--- src/rtl/level_sequencer.sv ---
// level_sequencer: game-flow controller for a multi-level VGA game.
// The flow is PRE -> PLAY -> WIN/LOSE -> PRE, with DONE after the last level.
// A one-second prescaler drives the level countdown and the WIN/LOSE dwell time.
// Optional feature: define LEVEL_SEQ_LIVES_EN to enable lives counting and the OVER state.
// Without that macro, lives stays at START_LIVES and LOSE always returns to PRE.
module level_sequencer #(
   parameter int CLOCK_HZ      = 25000000,
   parameter int NUM_LEVELS    = 3,
   parameter int LEVEL_SECONDS = 60,
   parameter int HOLD_SECONDS  = 2,
   parameter int START_LIVES   = 3
) (
   input  logic       vga_clock,
   input  logic       reset,
   input  logic       jump_button,
   input  logic       level_win,
   input  logic       level_lose,
   output logic [1:0] level_select,
   output logic       level_reset,
   output logic [6:0] seconds,
   output logic [1:0] lives,
   output logic [2:0] game_state,
   output logic [9:0] leds
);

   localparam int PW = (CLOCK_HZ > 1)     ? $clog2(CLOCK_HZ)     : 1;
   localparam int HW = (HOLD_SECONDS > 1) ? $clog2(HOLD_SECONDS) : 1;

   typedef enum logic [2:0] {
      S_PRE  = 3'd0,
      S_PLAY = 3'd1,
      S_WIN  = 3'd2,
      S_LOSE = 3'd3,
      S_OVER = 3'd4,
      S_DONE = 3'd5
   } state_t;

   state_t          state_q, state_d;
   logic            btn_q;
   logic [PW-1:0]   pre_q, pre_d;
   logic [HW-1:0]   hold_q, hold_d;
   logic [1:0]      level_q, level_d;
   logic [1:0]      sel_q, sel_d;
   logic            lrst_q, lrst_d;
   logic            guard_q, guard_d;
   logic [6:0]      sec_q, sec_d;

   logic            start;
   logic            tick;
   logic            hold_done;
   logic            flags_ok;
   logic            entry;
   logic            lives_zero;

   // A press counts only on the cycle the button goes from low to high.
   assign start     = jump_button & ~btn_q;
   assign tick      = (pre_q == PW'(CLOCK_HZ - 1));
   assign hold_done = tick && (hold_q == HW'(HOLD_SECONDS - 1));
   // The level module is still re-initialising during the reset pulse and the cycle after it.
   assign flags_ok  = (state_q == S_PLAY) && !lrst_q && !guard_q;
   assign entry     = (state_d != state_q);

`ifdef LEVEL_SEQ_LIVES_EN
   logic [1:0] lives_q, lives_d;

   // Lives register: one lost on every LOSE entry, refilled on restart from OVER/DONE.
   always_ff @(posedge vga_clock) begin
      if (reset) lives_q <= 2'(START_LIVES);
      else       lives_q <= lives_d;
   end

   // Next lives value.
   always_comb begin
      lives_d = lives_q;
      if (state_q == S_PLAY && state_d == S_LOSE)
         lives_d = lives_q - 2'd1;
      else if ((state_q == S_OVER || state_q == S_DONE) && state_d == S_PRE)
         lives_d = 2'(START_LIVES);
   end

   assign lives_zero = (lives_q == 2'd0);
   assign lives      = lives_q;
`else
   assign lives_zero = 1'b0;
   assign lives      = 2'(START_LIVES);
`endif

   // State and datapath registers; reset overrides every pending transition.
   always_ff @(posedge vga_clock) begin
      if (reset) begin
         state_q <= S_PRE;
         btn_q   <= 1'b1;
         pre_q   <= '0;
         hold_q  <= '0;
         level_q <= 2'd1;
         sel_q   <= 2'd0;
         lrst_q  <= 1'b0;
         guard_q <= 1'b0;
         sec_q   <= 7'(LEVEL_SECONDS);
      end else begin
         state_q <= state_d;
         btn_q   <= jump_button;
         pre_q   <= pre_d;
         hold_q  <= hold_d;
         level_q <= level_d;
         sel_q   <= sel_d;
         lrst_q  <= lrst_d;
         guard_q <= guard_d;
         sec_q   <= sec_d;
      end
   end

   // Next-state logic; a win beats a simultaneous lose or timeout.
   always_comb begin
      state_d = state_q;
      case (state_q)
         S_PRE:  if (start) state_d = S_PLAY;
         S_PLAY: begin
            if (flags_ok && level_win)
               state_d = S_WIN;
            else if ((flags_ok && level_lose) || sec_q == 7'd0)
               state_d = S_LOSE;
         end
         S_WIN:  if (hold_done)
                    state_d = (level_q == 2'(NUM_LEVELS)) ? S_DONE : S_PRE;
         S_LOSE: if (hold_done)
                    state_d = lives_zero ? S_OVER : S_PRE;
         S_OVER,
         S_DONE: if (start) state_d = S_PRE;
         default: state_d = S_PRE;
      endcase
   end

   // Output and datapath next values; everything leaves the block registered.
   always_comb begin
      pre_d   = (entry || tick) ? '0 : pre_q + PW'(1);
      hold_d  = hold_q;
      if (entry)     hold_d = '0;
      else if (tick) hold_d = hold_q + HW'(1);

      lrst_d  = (state_q == S_PRE) && (state_d == S_PLAY);
      guard_d = lrst_q;

      sec_d = sec_q;
      if (lrst_d)
         sec_d = 7'(LEVEL_SECONDS);
      else if (state_q == S_PLAY && tick && sec_q != 7'd0)
         sec_d = sec_q - 7'd1;

      level_d = level_q;
      if (state_q == S_WIN && state_d == S_PRE)
         level_d = level_q + 2'd1;
      else if ((state_q == S_OVER || state_q == S_DONE) && state_d == S_PRE)
         level_d = 2'd1;

      case (state_d)
         S_PLAY, S_WIN, S_LOSE: sel_d = level_q;
         default:               sel_d = 2'd0;
      endcase
   end

   assign game_state   = state_q;
   assign level_select = sel_q;
   assign level_reset  = lrst_q;
   assign seconds      = sec_q;
   assign leds         = {game_state, lives, level_select, 3'b000};

endmodule

--- config.mk ---
export PLATFORM = sky130hd
export DESIGN_NAME = level_sequencer
export DESIGN_NICKNAME = d
export VERILOG_FILES = /design/src/rtl/level_sequencer.sv
export SDC_FILE = /design/constraint.sdc
export NUM_CORES = 1
export LEC_CHECK = 0
export BUFFER_PORTS_ARGS = -buffer_cell sky130_fd_sc_hd__buf_2
export CAP_MARGIN = 40
export CORE_ASPECT_RATIO = 1.4
export CORE_UTILIZATION = 45
export DETAILED_ROUTE_END_ITERATION = 7
export GPL_ROUTABILITY_DRIVEN = 0
export PLACE_DENSITY = 0.65
export SLEW_MARGIN = 20
export SYNTH_ARGS = -nofsm -noshare
export SYNTH_HDL_FRONTEND = slang
export SYNTH_SLANG_ARGS = --single-unit
--- constraint.sdc ---
create_clock -name vga_clock -period 6.35 [get_ports vga_clock]
set_input_delay 0 -clock vga_clock [delete_from_list [all_inputs] [get_ports vga_clock]]
set_output_delay 0 -clock vga_clock [all_outputs]
set_load 0.03 [all_outputs]
==> results.cfg <==
[run_status]
status = finished clean

[clock_network]
cts_max_level = 2
root_buffer = clkbuf_8
clk_pin_slew_worst_paths_ps = 80
cts_setup_buffers = 0
cts_buffers = 5
clock_latency_ps = 300
clock_path_buffers = 2
cts.sinks = 43
cts_tree = done
cts_resized = 0

[sta]
fin_ws_ps = 3870
fmax_ghz = 0.403
fin_skew_ps = 6.61
setup-violations-final = 0
maxSlewViolCount = 0
min_period_over_period_pct = 39.1
fin_tns_setup_ps = 0
post-route-min-period_ps = 2480
tightest_slew_ps = 812
hold_violations = 0
rsz0062_at_grt = no
relSlewSlack_pct = 45.4

[critical_path]
crit_arrival_ps = 2650
slowest_stage = or4b_4
setup.worst_path.end_class = flip-flop
cp_max_fo = 10
critPathRequiredTime_ps = 6520
critPathMostFrequentCell = or4b_4
path_cells = or4b_4 > or4b_4 > nor4b_4 > and4_2 > o21ai_1
critPathLaunchType = flip-flop
crit_family = simple AND/OR/NAND/NOR gates
path_buf_inv = 0
max_stage_delay_ps = 560
critical_path_class = reg -> reg

[layout]
finalInstanceArea_um2 = 2380
antenna_cells = 0
layout-drive-gt1-share_pct = 18.2
final_core_util_pct = 52.1
final_cell_mix = nor2_1, dfxtp_1, buf_2, nand3_1
nNetsFinal = 283
layout_commonest_cell = nor2_1
area_delta_synth_final_pct = 10.3

[place]
post-place-ws_ps = 3690
io_buffers = 22
post_dp_cell_area_um2 = 2250
hpwl_um = 3040

[global_route]
grt_pass1_wl_um = 7130
grt-ovfl-total = 0
grt_pass1_vias = 1645
antenna_found_initial = 0
grt_max_degree = 17
grt_use_total_pct = 18.4

[synth]
syn_inst = 253
yosys.area.top_type = dfxtp_1
yosys.area_share.simple_pct = 32.7
yosys.area_share.xor_xnor_pct = 9.74
synth-compound-area-share_pct = 8.06
ys.flop_type = dfxtp_1
synth-edff-count = 0
ys_ff_latch = 43
synth_warnings = 0
synth_top_family_by_area = simple AND/OR/NAND/NOR gates
synth_top_cell_area_share_pct = 39.9
synth_area_um2 = 2160
synthAdderAreaFrac_pct = 1.74
syn_avg_cell_area_um2 = 8.53
async_reset_ff_share_pct = 0
synthTopCellsByArea = dfxtp_1, nor2_1, xnor2_1, xor2_1, buf_4
ys_types = 46
synth_mux_area_share_pct = 0.696
ys_seq_area_share_pct = 39.9

[route]
vias = 1769
wl_per_cell_um = 12.5
drc_errors = 0
viasPerCell = 5.25
ant_nets = 0
drtPass1Iterations = 4
wl_um = 4230
drtIter0Drc = 80

[floorplanning]
io_pins = 30
dieWidth_um = 60.5
dieArea_um2 = 5080
rows = 29
coreArea_um2 = 4570
die_y_um = 83.9
start_util_pct = 47.2

[power_and_ir_drop]
ir_worst_vdd_v = 0.000121
swShare_pct = 23.2
seqPwrFrac_pct = 53.4
switchingPower_uw = 120
pwr_density_cell_nw_per_um2 = 218
power_uw = 518
pwr-share-clk_pct = 39.9
leakage_uw = 0.000883
p_int_uw = 398
power_frac_comb_pct = 6.8

[run]
maxCapViolCount = 0

[hold_path]
hold_path.class = in -> reg
## what timing repair did
| item | in CTS | in global routing |
|---|---|---|
| endpoints found under the setup margin | 0 | 0 |
| hold buffers | 2 | 0 |
| endpoints found under the hold margin | 2 | 0 |
## area by class of cell
type | count | area [µm²]
clock buffers | 6 | 72.6
clock inverters | 1 | 30.0
fillers | 452 | 2190
inverters | 8 | 30.0
multi-input cells | 191 | 1170
flip-flops and latches | 43 | 861
well taps | 62 | 77.6
repair buffers | 26 | 140
## synthesized netlist by cell type (all sizes together), types with 3 or more instances
cell type	instances
nor2	46
dfxtp	43
nand3	16
buf	14
xnor2	12
xor2	12
a21oi	11
nand2	9
nand4	9
inv	8
nor3	7
o21ai	7
and3	6
nor4	4
or2	4
and2	3
ha	3
nand2b	3
nor2b	3
nor3b	3
or4b	3
## power by group through the flow
stage | combinational (µW) | sequential, µW | clock (µW)
floorplan | 29.9 | 284 | 0
global placement | 34.0 | 283 | 0
detailed placement | 34.3 | 283 | 0
CTS | 35.3 | 277 | 213
global route | 40.0 | 277 | 221
finish | 35.0 | 277 | 207
## metrics by stage
| stage | cells | hold WS, ps |
|---|---|---|
| floorplan | 258 | 107 |
| global placement | 326 | 211 |
| detailed placement | 326 | 218 |
| CTS | 335 | 176 |
| global route | 337 | 232 |
| finish | 337 | 189 |
## layer usage
layer / global-route usage (%) / wire length [µm] / vias up
li1: - / - / 895
met1: 20.0 / 1820 / 832
met2: 32.4 / 2190 / 34
met3: 4.34 / 134 / 8
met4: 7.64 / 80 / 0
met5: 0 / 0 / -
## worst reg2reg max path: cells and delay by family, from the launching register on
family	cells	cell delay [ps]
AOI/OAI and AO/OA	1	50
DFF	1	360
and+or+nand+nor	4	1950
## flip-flops by register name (all words and copies together), names as in the netlist
signal / cells
guard_q: 1
hold_q: 1
pre_q: 25
level_reset: 1
game_state: 3
seconds: 7
btn_q: 1
level_select: 2
level_q: 2
## cell families (layout without fill, tap and decap cells)
group	Yosys count	count (layout)
AOI/OAI and AO/OA	28	28
xor gates and xnor gates	24	24
adders and majority gates	3	3
buffers and inverters	24	41
DFF	43	43
muxes	1	1
other	2	7
and+or+nand+nor	128	128
## worst paths after layout
check | depth (start not counted) | slack (ps) | end | from
setup / recovery | 5 | 3870 | seconds[4]$_SDFFE_PP1P_ | pre_q[15]$_SDFF_PP0_
hold / removal | 5 | 190 | game_state[0]$_SDFF_PP0_ | level_win
setup reg to reg | 5 | 3870 | seconds[4]$_SDFFE_PP1P_ | pre_q[15]$_SDFF_PP0_
hold reg to reg | 2 | 450 | seconds[6]$_SDFFE_PP0P_ | seconds[6]$_SDFFE_PP0P_
Power figures use the tool's default switching activity.
